**config.mk**
```make
export PLATFORM = sky130hd
export DESIGN_NAME = gpr_file
export DESIGN_NICKNAME = d
export VERILOG_FILES = /design/src/rtl/gpr_file.sv
export SDC_FILE = /design/constraint.sdc
export NUM_CORES = 2
export LEC_CHECK = 0
export ABC_AREA = 1
export CORE_MARGIN = 10
export CORE_UTILIZATION = 25
export DETAILED_ROUTE_END_ITERATION = 8
export PLACE_DENSITY = 0.38
export SYNTH_ARGS = -nofsm -noshare
export SYNTH_HDL_FRONTEND = slang
export SYNTH_SLANG_ARGS = --single-unit
```
**constraint.sdc**
```tcl
create_clock -name CLK -period 1.8 [get_ports CLK]
set_input_delay 0.18 -clock CLK [delete_from_list [all_inputs] [get_ports CLK]]
set_output_delay 0.18 -clock CLK [all_outputs]
set_load 0.1 [all_outputs]
```
**src/rtl/gpr_file.sv**
```systemverilog
// General-purpose register file: one write port, two asynchronous read ports and an in-place increment port.
// Define GPR_BYPASS_EN to forward same-cycle write/increment results onto the read ports.
module gpr_file #(
  parameter  int WIDTH    = 32,
  parameter  int DEPTH    = 16,
  parameter  int ZERO_REG = 1,
  localparam int AW       = $clog2(DEPTH)
) (
  input  logic             CLK,
  input  logic             CLR,
  input  logic             WE,
  input  logic [AW-1:0]    WADDR,
  input  logic [WIDTH-1:0] WDATA,
  input  logic             INC,
  input  logic [AW-1:0]    IADDR,
  input  logic [AW-1:0]    RADDR_A,
  output logic [WIDTH-1:0] RDATA_A,
  input  logic [AW-1:0]    RADDR_B,
  output logic [WIDTH-1:0] RDATA_B,
  output logic             INC_WRAP
);

  logic [WIDTH-1:0] regs [DEPTH];

  logic inc_blocked;
  logic inc_zero;
  logic inc_eff;
  logic inc_wrap_q;

  // A same-address write wins over the increment; register 0 ignores increments when hardwired.
  assign inc_blocked = WE && (WADDR == IADDR);
  assign inc_zero    = (ZERO_REG != 0) && (IADDR == '0);
  assign inc_eff     = INC && !inc_blocked && !inc_zero;

  for (genvar i = 0; i < DEPTH; i++) begin : g_reg
    if ((ZERO_REG != 0) && (i == 0)) begin : g_zero
      assign regs[i] = '0;
    end else begin : g_live
      logic             wr_hit;
      logic             inc_hit;
      logic [WIDTH-1:0] q;

      assign wr_hit  = WE && (WADDR == AW'(i));
      assign inc_hit = INC && (IADDR == AW'(i)) && !wr_hit;

      // NOTE: entries are discrete flops rather than a RAM macro, so clearing every entry on CLR is legal;
      // sequential state uses non-blocking assignments so all entries update from pre-edge values.
      always_ff @(posedge CLK) begin
        if (CLR) begin
          q <= '0;
        end else if (wr_hit) begin
          q <= WDATA;
        end else if (inc_hit) begin
          q <= q + WIDTH'(1);
        end
      end

      assign regs[i] = q;
    end
  end

  always_ff @(posedge CLK) begin
    if (CLR) begin
      inc_wrap_q <= 1'b0;
    end else begin
      inc_wrap_q <= inc_eff && (&regs[IADDR]);
    end
  end

  assign INC_WRAP = inc_wrap_q;

`ifdef GPR_BYPASS_EN
  logic             wr_fwd_ok;
  logic             inc_fwd_ok;
  logic [WIDTH-1:0] inc_val;

  // Forwarding is disabled during CLR so the ports show stored contents.
  assign wr_fwd_ok  = WE && !CLR && !((ZERO_REG != 0) && (WADDR == '0));
  assign inc_fwd_ok = inc_eff && !CLR;
  assign inc_val    = regs[IADDR] + WIDTH'(1);

  assign RDATA_A = (wr_fwd_ok && (RADDR_A == WADDR))  ? WDATA   :
                   (inc_fwd_ok && (RADDR_A == IADDR)) ? inc_val : regs[RADDR_A];
  assign RDATA_B = (wr_fwd_ok && (RADDR_B == WADDR))  ? WDATA   :
                   (inc_fwd_ok && (RADDR_B == IADDR)) ? inc_val : regs[RADDR_B];
`else
  assign RDATA_A = regs[RADDR_A];
  assign RDATA_B = regs[RADDR_B];
`endif

endmodule

```
==> impl_results.md <==
- Crit path max fanout: 3
- Mapped Cells: 7799
- Yosys cell types: 46
- Clock Skew: 0.03701 ns
- Worst slew pin tran: 0.7274 ns
- Port Buffer Count: 116
- Clock slew at reported path FFs: 0.06 ns
- First-pass GRT wire length: 535200 um
- Post-Syn Area per Cell: 5.587 sq um
- Failing checks: DRC, setup timing
- Mapped Area: 43580 sq um
- Final layout net count: 9983
- Yosys warning total: 0
- Sequential-to-total area share from yosys stat: 22.10%
- DR pass1 iterations: 9
- Period utilization: 151.0%
- Pwr dens: 505.3 nW/um^2
- Die area: 191400 sq um
- Die height: 437.5 um
- Fmax: 368.0 MHz
- Post-Syn Nets: 7866
- EDFF count, synth: 0
- Max-slew violation count: 0
- Initial antenna violation count: 46
- Worst Slack Setup Final: -0.9176 ns
- Maximum clock insertion buffer count: 3
- Total power draw: 39.93 mW
- Slew headroom: 51.45%
- # H-tree levels: 3
- Status: finished with violations
- Required @ worst endpoint: 1.62 ns
- Core footprint: 173600 sq um
- Placed insts: 12100
- Crit Path Class: flop to primary output
- Finished Layout Cells: 12340
- RSZ-0062 raised after global routing: true
- Drt wl/cell: 32.84 um
- Root buf cell: clkbuf_16
- Initial DRC count: 8269
- Cells along the critical path: clkinvlp_4, buf_6, a21oi_2, o21ai_1, o21ai_2, buf_6, nor2_4, o22ai_4, buf_12
- Via-to-Cell Ratio: 5.483
- Final WL: 405300 um
- Most frequent cells in the layout: buf_4, nand2_1, nor2_1, o21ai_0, inv_1
- Register area: 10220 sq um
- Number of synthesized register bits: 481
- Vias in the first global route: 63190
- Area of the multi-input gates: 36550 sq um
- Share of cells above drive strength 1: 43.46%
- WHS: 0.08111 ns
- Critical Path End Type: primary output
- Fillers: 18290
- I/O pin count: 117
- Tmin final: 2.718 ns
- CP dominant cell by count: buf_6
- Max incr delay on CP: 0.35 ns
- DP Wirelength: 322100 um
- Fin Setup TNS: -46.76 ns
- Row count: 153
- Worst setup SP type: flop
- Commonest non-fill, non-tap cell in the layout: buf_4
- FFs w/ async S/R, synth: 0%
- Via count: 67660
- Die width: 437.5 um
- Delay-heaviest family, CP: buffers and inverters
- RD Place Congestion: 1.077
- Peak supply drop: 0.0006914 V
- CTS buffer count: 75
- Max-cap violations: 0
- Critical Path Slowest Stage Cell: dfxtp_2
- Endpoints failing setup: 103
- GRT Util Overall: 40.07%
- Post-route ant nets: 0
- CTS tree: yes
- Area growth, synth to finish: 81.34%
- Worst Path Buf+Inv: 4
- HP Class: input port to flop
- Pre-CTS setup slack: -1.041 ns
- LEAKAGE: 32.50 nW
- Initial Util: 25.10%
- Hold Vio Cnt, Final: 0
- Crit path arrival time: 2.54 ns
- Clk Latency, worst-skew pair: 0.76 ns
- Primary FF master, synth: dfxtp_1
- GRT Residual Overflow: 0
- TritonCTS Sinks: 481
- Post-route DRC violation count: 4
- Largest net degree at the start of global routing: 60
tightest hold or removal path: cells and delay by family:
family / cells / cell delay, ns
AOI/OAI and AO/OA: 1 / 0.07
and+or+nand+nor: 1 / 0.11
buffers and inverters: 2 / 0.38
registers in the layout, indices dropped and copies added, names as in the netlist:
register,count
INC_WRAP,1
g.g_live.q,480
per-stage QoR:
stage	instance area [sq um]	util, %
CTS	74310	42.80
global route	78960	45.48
detailed placement	67730	39.01
floorplan	44540	-
finish	79020	45.51
global placement	67730	39.01
metal layers:
| layer | GRT usage (%) | share of wire (%) | up-vias |
|---|---|---|---|
| met3 | 9.972 | 8.8 | 1116 |
| met4 | 33.17 | 10 | 10 |
| li1 | - | - | 30170 |
| met5 | 0 | 0.015 | - |
| met2 | 60.30 | 42 | 3817 |
| met1 | 47.87 | 39 | 32550 |
final timing paths:
path | slack (ns) | start | to | cells after the start
hold reg to reg | 0.51 | g_reg[6].g_live.q[23]$_SDFFE_PP0P_ | g_reg[6].g_live.q[23]$_SDFFE_PP0P_ | 2
hold / removal | 0.08 | WDATA[16] | g_reg[3].g_live.q[16]$_SDFFE_PP0P_ | 4
setup reg to reg | -0.14 | g_reg[10].g_live.q[0]$_SDFFE_PP0P_ | g_reg[10].g_live.q[24]$_SDFFE_PP0P_ | 13
setup / recovery | -0.92 | g_reg[13].g_live.q[2]$_SDFFE_PP0P_ | RDATA_B[2] | 9
cell type report:
| type | count | area share (%) |
|---|---|---|
| antenna | 36 | 0.1140 |
| clock buffer | 108 | 2.777 |
| clock inverter | 31 | 0.5494 |
| inverter | 691 | 3.569 |
| multi-input combinational | 6092 | 46.25 |
| sequential | 481 | 12.93 |
| tap | 2325 | 3.681 |
| timing repair buffer | 2575 | 30.12 |
power by group:
| part | switching (mW) | total (mW) | internal (mW) |
|---|---|---|---|
| sequential | 0.225 | 11.0 | 10.7 |
| combinational | 8.14 | 12.2 | 4.05 |
| clock | 7.00 | 16.8 | 9.79 |
| total | 15.4 | 39.9 | 24.6 |
what timing repair did:
action	CTS	global route
setup endpoints to repair	331	394
buffers inserted	78	127
hold buffers	9	0
pin swaps	215	513
endpoints found under the hold margin	91	0
gates resized for setup	1467	1289
synthesized netlist by cell type (all sizes together) (6+ instances only):
cell type  count  share of area (%)
nand4        101                1.5
o311ai         8               0.16
a221oi         7               0.14
clkbuf       420                3.6
o31ai         11               0.19
xnor2         51                1.0
ha            15               0.43
nor4          21               0.32
o21ai       1034                 12
clkinv        10              0.086
inv          681                5.9
a211oi        11               0.19
nor3         202                2.4
nand3        296                3.4
o221ai         8               0.16
nor3b          6               0.10
nor2        1015                8.9
nand2       2031                 17
o22ai        214                3.1
dfxtp        481                 22
a31oi        206                3.0
or2           10               0.14
buf          115                1.3
o211ai        39               0.67
xor2         302                6.1
a21oi        480                5.5
kinds of logic after synthesis:
family                   count (synthesis)  synth area share [%]
AND/OR/NAND/NOR                       3696                 34.41
AO/OA/AOI/OAI                         2028                 25.11
buffers and inverters                 1226                 10.86
flip-flops                             481                 22.10
XOR/XNOR                               353                 7.095
adder cells (fa/ha/maj)                 15                0.4307
Power figures use the tool's default switching activity.
